===== src/rtl/rp_bfm_mmio_pkg.sv =====
// Shared types and constants for the root-port BFM MMIO sequencer.
// Covers TLP fmt/type codes, response status and sequencer state encodings.
package rp_bfm_mmio_pkg;

    localparam logic [7:0] MWR32 = 8'h40;
    localparam logic [7:0] MWR64 = 8'h60;
    localparam logic [7:0] MRD32 = 8'h00;
    localparam logic [7:0] MRD64 = 8'h20;

    typedef enum logic [1:0] {
        OK      = 2'd0,
        ERR     = 2'd1,
        TIMEOUT = 2'd2
    } rsp_status_e;

    typedef enum logic [1:0] {
        IDLE     = 2'd0,
        SEND     = 2'd1,
        WAIT_CPL = 2'd2,
        RESP     = 2'd3
    } state_e;

    // A 4-DW header is only needed when the address does not fit in 32 bits.
    function automatic logic [7:0] fmt_sel(input logic is_write, input logic hdr64);
        if (is_write) begin
            return hdr64 ? MWR64 : MWR32;
        end else begin
            return hdr64 ? MRD64 : MRD32;
        end
    endfunction

endpackage


===== src/rtl/rp_bfm_timeout_ctr.sv =====
// Completion timeout counter: cleared on entry to the wait, counts while enabled,
// and flags expiry once it reaches TIMEOUT_CYCLES-1.
module rp_bfm_timeout_ctr #(
    parameter int TIMEOUT_CYCLES = 4096
) (
    input  logic clk,
    input  logic rst,
    input  logic clear,
    input  logic enable,
    output logic expired
);

    localparam int CNT_W = (TIMEOUT_CYCLES > 1) ? $clog2(TIMEOUT_CYCLES) : 1;

    logic [CNT_W-1:0] count_r;
    logic             expired_s;

    assign expired_s = (count_r == CNT_W'(TIMEOUT_CYCLES - 1));
    assign expired   = expired_s;

    // Wait-cycle counter; holds at the expiry value so it can never wrap.
    always_ff @(posedge clk) begin
        if (rst) begin
            count_r <= {CNT_W{1'b0}};
        end else if (clear) begin
            count_r <= {CNT_W{1'b0}};
        end else if (enable && !expired_s) begin
            count_r <= count_r + {{(CNT_W-1){1'b0}}, 1'b1};
        end else begin
            count_r <= count_r;
        end
    end

endmodule


===== src/rtl/rp_bfm_mmio_seq.sv =====
// Root-port BFM MMIO sequencer: turns one host command into an MWr/MRd request,
// then matches the read completion by tag (with timeout) and returns one response.
module rp_bfm_mmio_seq
    import rp_bfm_mmio_pkg::*;
#(
    parameter int ADDR_W         = 64,
    parameter int TAG_W          = 8,
    parameter int TIMEOUT_CYCLES = 4096
) (
    input  logic              clk,
    input  logic              rst,
    input  logic              cmd_valid,
    output logic              cmd_ready,
    input  logic              cmd_write,
    input  logic              cmd_len64,
    input  logic [ADDR_W-1:0] cmd_addr,
    input  logic [63:0]       cmd_wdata,
    output logic              tx_valid,
    input  logic              tx_ready,
    output logic [7:0]        tx_fmt_type,
    output logic [TAG_W-1:0]  tx_tag,
    output logic [9:0]        tx_len,
    output logic [ADDR_W-1:0] tx_addr,
    output logic [63:0]       tx_data,
    input  logic              cpl_valid,
    input  logic [TAG_W-1:0]  cpl_tag,
    input  logic [2:0]        cpl_status,
    input  logic [63:0]       cpl_data,
    output logic              rsp_valid,
    output logic [63:0]       rsp_data,
    output logic [1:0]        rsp_status,
    output logic [15:0]       stale_cnt
);

    state_e            state_r, next_state_s;
    logic              cmd_ready_r, tx_valid_r, rsp_valid_r;
    logic              cmd_write_r, cmd_len64_r;
    logic [7:0]        tx_fmt_type_r;
    logic [TAG_W-1:0]  tx_tag_r, tag_cnt_r;
    logic [9:0]        tx_len_r;
    logic [ADDR_W-1:0] tx_addr_r;
    logic [63:0]       tx_data_r, rsp_data_r;
    rsp_status_e       rsp_status_r;
    logic [15:0]       stale_cnt_r;
    logic              accept_s, tx_done_s, cpl_match_s, expired_s, wait_s;

    assign accept_s    = cmd_valid && cmd_ready_r;
    assign tx_done_s   = (state_r == SEND) && tx_ready;
    assign wait_s      = (state_r == WAIT_CPL);
    assign cpl_match_s = cpl_valid && wait_s && (cpl_tag == tx_tag_r);

    rp_bfm_timeout_ctr #(
        .TIMEOUT_CYCLES(TIMEOUT_CYCLES)
    ) u_timeout (
        .clk     (clk),
        .rst     (rst),
        .clear   (tx_done_s && !cmd_write_r),
        .enable  (wait_s),
        .expired (expired_s)
    );

    // Next-state logic; a matching completion and expiry both lead to RESP.
    always_comb begin
        next_state_s = state_r;
        case (state_r)
            IDLE:     next_state_s = accept_s ? SEND : IDLE;
            SEND: begin
                if (tx_ready) begin
                    next_state_s = cmd_write_r ? IDLE : WAIT_CPL;
                end else begin
                    next_state_s = SEND;
                end
            end
            WAIT_CPL: next_state_s = (cpl_match_s || expired_s) ? RESP : WAIT_CPL;
            RESP:     next_state_s = IDLE;
            default:  next_state_s = IDLE;
        endcase
    end

    // State, handshake flags and the latched request fields.
    always_ff @(posedge clk) begin
        if (rst) begin
            state_r       <= IDLE;
            cmd_ready_r   <= 1'b0;
            tx_valid_r    <= 1'b0;
            cmd_write_r   <= 1'b0;
            cmd_len64_r   <= 1'b0;
            tx_fmt_type_r <= 8'h00;
            tx_tag_r      <= {TAG_W{1'b0}};
            tx_len_r      <= 10'd0;
            tx_addr_r     <= {ADDR_W{1'b0}};
            tx_data_r     <= 64'h0;
            tag_cnt_r     <= {TAG_W{1'b0}};
        end else begin
            state_r     <= next_state_s;
            cmd_ready_r <= (next_state_s == IDLE);
            tx_valid_r  <= (next_state_s == SEND);
            if (accept_s) begin
                cmd_write_r   <= cmd_write;
                cmd_len64_r   <= cmd_len64;
                tx_fmt_type_r <= fmt_sel(cmd_write, |cmd_addr[ADDR_W-1:32]);
                tx_tag_r      <= cmd_write ? {TAG_W{1'b0}} : tag_cnt_r;
                tx_len_r      <= cmd_len64 ? 10'd2 : 10'd1;
                tx_addr_r     <= cmd_addr;
                if (!cmd_write) begin
                    tx_data_r <= 64'h0;
                end else if (cmd_len64) begin
                    tx_data_r <= cmd_wdata;
                end else begin
                    tx_data_r <= {32'h0, cmd_wdata[31:0]};
                end
            end
            if (tx_done_s && !cmd_write_r) begin
                tag_cnt_r <= tag_cnt_r + {{(TAG_W-1){1'b0}}, 1'b1};
            end
        end
    end

    // Response capture (matching completion beats a same-cycle expiry) and stale counting.
    always_ff @(posedge clk) begin
        if (rst) begin
            rsp_valid_r  <= 1'b0;
            rsp_data_r   <= 64'h0;
            rsp_status_r <= OK;
            stale_cnt_r  <= 16'h0;
        end else begin
            rsp_valid_r <= (next_state_s == RESP);
            if (cpl_match_s) begin
                if (cpl_status == 3'd0) begin
                    rsp_status_r <= OK;
                    rsp_data_r   <= cmd_len64_r ? cpl_data : {32'h0, cpl_data[31:0]};
                end else begin
                    rsp_status_r <= ERR;
                    rsp_data_r   <= {64{1'b1}};
                end
            end else if (wait_s && expired_s) begin
                rsp_status_r <= TIMEOUT;
                rsp_data_r   <= {64{1'b1}};
            end
            if (cpl_valid && !cpl_match_s && (stale_cnt_r != 16'hFFFF)) begin
                stale_cnt_r <= stale_cnt_r + 16'd1;
            end
        end
    end

    assign cmd_ready   = cmd_ready_r;
    assign tx_valid    = tx_valid_r;
    assign tx_fmt_type = tx_fmt_type_r;
    assign tx_tag      = tx_tag_r;
    assign tx_len      = tx_len_r;
    assign tx_addr     = tx_addr_r;
    assign tx_data     = tx_data_r;
    assign rsp_valid   = rsp_valid_r;
    assign rsp_data    = rsp_data_r;
    assign rsp_status  = rsp_status_r;
    assign stale_cnt   = stale_cnt_r;

endmodule


===== config.mk =====
export PLATFORM = sky130hd
export DESIGN_NAME = rp_bfm_mmio_seq
export DESIGN_NICKNAME = d
export VERILOG_FILES = /design/src/rtl/rp_bfm_mmio_pkg.sv /design/src/rtl/rp_bfm_timeout_ctr.sv /design/src/rtl/rp_bfm_mmio_seq.sv
export SDC_FILE = /design/constraint.sdc
export NUM_CORES = 1
export LEC_CHECK = 0
export BUFFER_PORTS_ARGS = -buffer_cell sky130_fd_sc_hd__buf_4
export CELL_PAD_IN_SITES_DETAIL_PLACEMENT = 0
export CELL_PAD_IN_SITES_GLOBAL_PLACEMENT = 1
export CORE_MARGIN = 3
export CORE_UTILIZATION = 33
export DETAILED_ROUTE_END_ITERATION = 10
export GPL_ROUTABILITY_DRIVEN = 0
export PLACE_DENSITY = 0.85
export SYNTH_ARGS = -nofsm -noshare
export SYNTH_HDL_FRONTEND = slang
export SYNTH_SLANG_ARGS = --single-unit

===== constraint.sdc =====
create_clock -name clk -period 2.2 [get_ports clk]
set_clock_uncertainty 0.2 [all_clocks]
set_input_delay 0.22 -clock clk [delete_from_list [all_inputs] [get_ports clk]]
set_output_delay 0.22 -clock clk [all_outputs]
set_load 0.005 [all_outputs]

==> results of run 1 <==
## state kept, by name, indices dropped and copies added, names as in the netlist, 2 cells and up
name and cells:
tag_cnt_r 8, tx_tag 8, rsp_status 2, tx_fmt_type 2, state_r 2, rsp_data 64
tx_addr 64, u_timeout.count_r 12, tx_data 64, stale_cnt 16
## layout by cell type (no fill, tap or decap), types with 5 or more instances in the layout
cell,synthesis,layout
o21ai_0,7,7
nor4_1,11,11
clkbuf_1,79,8
or4_1,5,5
and3_1,8,8
nand3_1,41,40
nor2b_1,6,6
a211oi_1,34,18
buf_12,0,7
a211oi_2,0,16
clkbuf_8,0,8
nand2_1,184,183
xnor2_1,14,11
clkbuf_16,0,31
nand3b_1,9,9
conb_1,1,14
nor2_1,64,63
or3_1,10,8
a22oi_1,32,32
mux2_2,6,6
nand4_1,14,14
a21oi_1,123,123
o31ai_1,6,6
dfxtp_1,247,244
buf_4,18,458
nor3_1,169,166
xor2_1,8,8
dlygate4sd3_1,0,198
## kinds of logic after synthesis
| logic type | Yosys count | share of synthesized area |
|---|---|---|
| buffers and inverters | 118 | 0.0552 |
| AO/OA/AOI/OAI | 210 | 0.131 |
| adder cells (fa/ha/maj) | 3 | 0.00392 |
| flip-flops | 247 | 0.517 |
| XOR/XNOR | 22 | 0.0201 |
| multiplexers | 8 | 0.00915 |
| AND/OR/NAND/NOR | 537 | 0.263 |
| other | 1 | 0.000392 |
## routing by layer
layer,vias up,track usage
met3,90,0.0574
met2,459,0.376
met1,5056,0.249
li1,5177,-
met5,-,0
met4,0,0.0785
## where the power goes
group	internal (mW)	leakage (nW)	switching (mW)
clock network	2.90	0.464	1.83
registers	4.62	2.00	0.0889
logic	0.825	4.23	0.709
total	8.35	6.69	2.63
## path summary, 6_finish.rpt
check                                           endpoint  slack (ps)  cells after the start
worst min register to register   tx_data[9]$_SDFFE_PP0P_         250                      2
worst max-delay path            rsp_data[4]$_SDFFE_PP0P_          40                      6
worst max register to register  rsp_data[4]$_SDFFE_PP0P_          40                      6
worst min-delay path              tx_tag[2]$_SDFFE_PP0P_          30                      4
## what timing repair did
action	4_1_cts	5_1_grt
setup buffers	0	0
endpoints found under the hold margin	214	0
setup endpoints to repair	0	45
hold buffers	198	0
resized for setup	0	28
## layout make-up
type / count / share of cell area
timing repair buffer: 668 / 0.346
inverter: 2 / 0.000460
sequential: 247 / 0.303
clock inverter: 5 / 0.00460
clock buffer: 45 / 0.0531
tap: 378 / 0.0290
multi-input combinational: 794 / 0.263
## worst max-delay path: cells and delay by family, from the launching register on
| family | cells | cell delay [ps] |
|---|---|---|
| flops | 1 | 340 |
| buf+inv | 1 | 220 |
| xor+xnor | 1 | 180 |
| simple gates | 4 | 1010 |
==> run metrics, run 1 <==
initial antenna violation count=0; setup TNS=0 ps; Seq. cell area=4950 um^2; final worst-path cycle share=0.984; antenna-violating nets left=0; DR pass1 iterations=4; PD cells=673 nW/um^2; Worst-path clk slew=60 ps; row count=61; Ant. Diodes=0; root cell of the clock tree=clkbuf_16; Cell Chain, Critical Path=xnor2_2, nand3_2, or3_2, buf_12, nor3_2, nor3_1; filler cell count=~2,300; gr ovfl total=0; area leader, netlist=dfxtp_1; dpl ws=between 40 and 50 ps; Max-Cap Viols=0; Setup WS post-layout=between 30 and 40 ps; WL met1=14,000 um; Clock Tree Buf Depth=3; leading post-synthesis cells by cell area=dfxtp_1 52%, nor3_1 8.8%, nand2_1 7.2%; Post-synth EDFFs=0; initial core utilization=0.340; Port Buf Inserts=~430; FF-to-FF Start=tx_tag[4]$_SDFFE_PP0P_; sequential fraction of the synthesis area=0.517; drt via density=roughly 5.0; DIE AREA=between 30,000 and 40,000 um^2; synthesized instance count=about 1,100; Vias=around 11,000; DR top layer=met4; vias in the first global route=around 11,000; RSZ-0062 raised after global routing=yes; DR WL/cell=between 15 and 20 um; Core Region=between 20,000 and 30,000 um^2; total power=11.0 mW; met2 WL=roughly 18,000 um; Netlist Area Pre-Place=roughly 9600 um^2; largest net degree at the start of global routing=92; final hold vios=0; global-route wire length before repair=about 55,000 um; Slew headroom=0.460; Iter 0 DRT Violations=between 500 and 600; Setup crit start=tx_tag[4]$_SDFFE_PP0P_; Avg Cell Area, Syn=about 8.4 um^2; Ports=449; fin crit period=between 2000 and 2500 ps; Hold WC Path Type=in -> reg; Fmax=approximately 0.46 GHz; status=finished clean; DP HPWL=23,000 um; # H-tree levels=1; ys flop type=dfxtp_1; Die W=about 180 um; arrival time at the worst endpoint=2360 ps; layout cells sized above 1=0.315; cell with the most instances after synthesis=dfxtp_1; final instance area=between 15,000 and 20,000 um^2; placed insts=1,889; worst skew pair latency=530 ps; max incr delay on CP=between 500 and 600 ps; Netlist cell types=43; Slowest-stage cell, CP=or3_2; FFs w/ async S/R, synth=0; CP Max Fanout=65; final core utilization=0.579; Slew Limit Fails=0; CTS Sinks=roughly 250; synthesis warning total=0; placed cell area=between 10,000 and 15,000 um^2; Residual DRC=0; CTS tree=built; VDD IR max=about 560 uV; Setup crit start kind=flip-flop; chip height=~180 um; CTS buffer count=28; multi-input logic area=between 4000 and 5000 um^2; Yosys top cell area share=0.517; Layout Nets=1,954; Least-Margin Pin Slew=around 810 ps; Non-Filler Instances=2,139; commonest cells in the netlist=247 x dfxtp_1, 184 x nand2_1, 169 x nor3_1, 123 x a21oi_1, 79 x clkbuf_1; final setup fails=0; metal3 WL=roughly 3200 um; #FFs+latches synth=approximately 250; GR Util All Layers=0.214; HP Start=cmd_valid; overall routed net length=between 30,000 and 40,000 um; hold_ws=25.2 ps; crit path capture type=flip-flop; critical path type=reg -> reg; Leak=approximately 6.7 nW; WP data required=between 2000 and 2500 ps; layout overhead on the synthesized area=70.4%
Note: power is estimated with default switching activity, not from simulation.
==> run 2: changes to the inputs <==
Settings changed: CORE_UTILIZATION 33 to 30, PLACE_DENSITY 0.85 to 0.82.
Clock period 2.2 ns to 1.94 ns, I/O delays scaled along.
==> run 2 against run 1 <==
The flow now finishes with violations (setup timing); combinational power rose by 20%; register-to-register slack worse by 110 ps; maximum frequency is 7.2% higher; sequential power rose by 13%; largest cell class unchanged.
==> run metrics, run 2 (synthesized netlist as in run 1, its figures left out) <==
Max-Cap Viols=0 (unchanged); VDD IR max=622 uV (+11%); Iter 0 DRT Violations=525 (+1.5%); CTS tree=built; chip height=185 um (+4.7%); CP Max Fanout=4 (-94%); Ports=449 (unchanged); Slew Limit Fails=0 (unchanged); overall routed net length=39,200 um (+7.3%); Non-Filler Instances=2,209 (+3.3%); crit path capture type=flip-flop; global-route wire length before repair=58,000 um (+5.3%); CTS Sinks=247 (unchanged); WP data required=2210 ps (-190 ps); Die W=185 um (+4.7%); vias in the first global route=11,000 (+4.1%); PD cells=726 nW/um^2 (+7.8%); Slowest-stage cell, CP=or4_4; Cell Chain, Critical Path=xnor2_2, nand4_1, buf_4, o31ai_4, buf_6, buf_6, or4_4, a21oi_2; final hold vios=0 (unchanged); Flop pwr share=0.425 (-0.004); RSZ-0062 raised after global routing=yes; Gate power share=0.146 (+0.006); layout overhead on the synthesized area=80.6%; status=complete, but fails checks; Least-Margin Pin Slew=607 ps (-203 ps); drt via density=5.00 (-0.77%); row count=64 (+4.9%); final worst-path cycle share=1.04 (+0.0570); Clock Power Share=0.429 (-0.002); Residual DRC=0 (unchanged); # H-tree levels=1 (unchanged); DIE AREA=34,100 um^2 (+9.7%); delay-heaviest family, CP=simple AND/OR/NAND/NOR gates; Slew headroom=0.592 (+0.132); fin crit period=2020 ps (-145 ps); initial antenna violation count=0 (unchanged); final setup fails=50 (+50); Leak=7.07 nW (+5.7%); Power Internal=9.48 mW (+14%); most frequent cells in the layout=487 x buf_4, 240 x dfxtp_1, 198 x dlygate4sd3_1; Setup crit start kind=flip-flop; root cell of the clock tree=clkbuf_16; initial core utilization=0.309 (-0.0310); setup TNS=-1250 ps (-1250 ps); placed insts=1,947 (+3.1%); Fmax=0.495 GHz (+7.2%); failing checks=setup timing; critical path type=reg -> reg; GR Util All Layers=0.208 (-0.00608); Clock Tree Buf Depth=3 (unchanged); Layout Nets=2,007 (+2.7%); arrival time at the worst endpoint=2290 ps (-70 ps); most common cell after layout, fill and taps aside=buf_4; DP HPWL=24,100 um (+4.7%); max incr delay on CP=530 ps (-30 ps); Core Region=31,000 um^2 (+10%); Vias=11,000 (+2.5%); gr ovfl total=0 (unchanged); Setup WS post-layout=-79.7 ps (-115 ps); layout cells sized above 1=0.368 (+0.0535); antenna-violating nets left=0 (unchanged); Switching Fraction=0.244 (+0.00478); Worst path most repeated cell=buf_6; DR WL/cell=17.7 um (+3.9%); CTS buffer count=28 (unchanged); Hold WC Path Type=in -> reg; largest net degree at the start of global routing=98 (+6.5%); worst skew pair latency=540 ps (about the same); Switching Power=3.07 mW (+17%); DR pass1 iterations=5 (+1); Port Buf Inserts=434 (unchanged); CP bufs+invs=3 (+2); total power=12.5 mW (+14%); Worst-path clk slew=60 ps (about the same)
==> run 2: cell types whose count changed in the layout (fill, tap and decap cells not counted), sizes merged <==
cell | before | now
buf | 468 | 518
bufinv | 2 | 3
clkbuf | 47 | 46
clkinv | 3 | 4
diode | 0 | 1
==> run 2: final cells by class <==
cell class / count / area (um^2)
fillers: 2605 / 13700
clock inverters: 7 / 110
flip-flops and latches: 247 / 4950
inverters: 2 / 7.51
clock buffers: 41 / 811
repair buffers: 721 / 6300
multi-input cells: 794 / 4610
diodes: 1 / 2.50
well taps: 396 / 495
==> run 2: worst paths after layout <==
kind                                 start                   endpoint  slack (ps)  cells after the start
setup / recovery    tx_tag[5]$_SDFFE_PP0P_  stale_cnt[5]$_SDFFE_PP0P_         -80                      8
hold / removal               cpl_status[0]  rsp_data[55]$_SDFFE_PP0P_         210                      5
setup reg to reg    tx_tag[5]$_SDFFE_PP0P_  stale_cnt[5]$_SDFFE_PP0P_         -80                      8
hold reg to reg   tx_data[28]$_SDFFE_PP0P_   tx_data[28]$_SDFFE_PP0P_         250                      2
==> run 2: repair_timing <==
item	CTS	global route
endpoints found under the setup margin	78	86
hold buffers	198	0
resized for setup	38	66
pin swaps	18	20
setup buffers	5	5
gates cloned	3	5
hold endpoints to repair	218	0
==> run 2: per-layer routing <==
layer | part of all wire | track usage
met3 | 0.085 | 0.0584
met5 | 0 | 0
met4 | 0.049 | 0.0897
met1 | 0.37 | 0.233
met2 | 0.49 | 0.368
==> run 2: worst min-delay path, cell delays in order <==
cell      delay [ps]
buf_4             70
or3_2            120
buf_12           320
a211oi_2          60
nor3_1           110
==> run 2: power by group through the flow <==
| stage | Clock, mW | Combinational, mW | Sequential [mW] |
|---|---|---|---|
| 3_3_place_gp | 0 | 1.40 | 5.44 |
| 2_1_floorplan | 0 | 0.558 | 5.45 |
| 6_report | 5.38 | 1.83 | 5.34 |
| 5_1_grt | 5.68 | 1.98 | 5.35 |
| 3_5_place_dp | 0 | 1.42 | 5.44 |
| 4_1_cts | 5.49 | 1.78 | 5.33 |
==> run 2: through the flow <==
stage | hold WS (ps) | instance area [um^2] | util | setup slack, ps
final | 210 | 17300 | 0.558 | -79.7
after global routing | 238 | 17300 | 0.558 | -153
after CTS | 171 | 16800 | 0.543 | -46.5
after detailed placement | 238 | 13700 | 0.441 | -195
after global placement | 228 | 13700 | 0.441 | -116
after floorplan | 130 | 9670 | - | 1.58
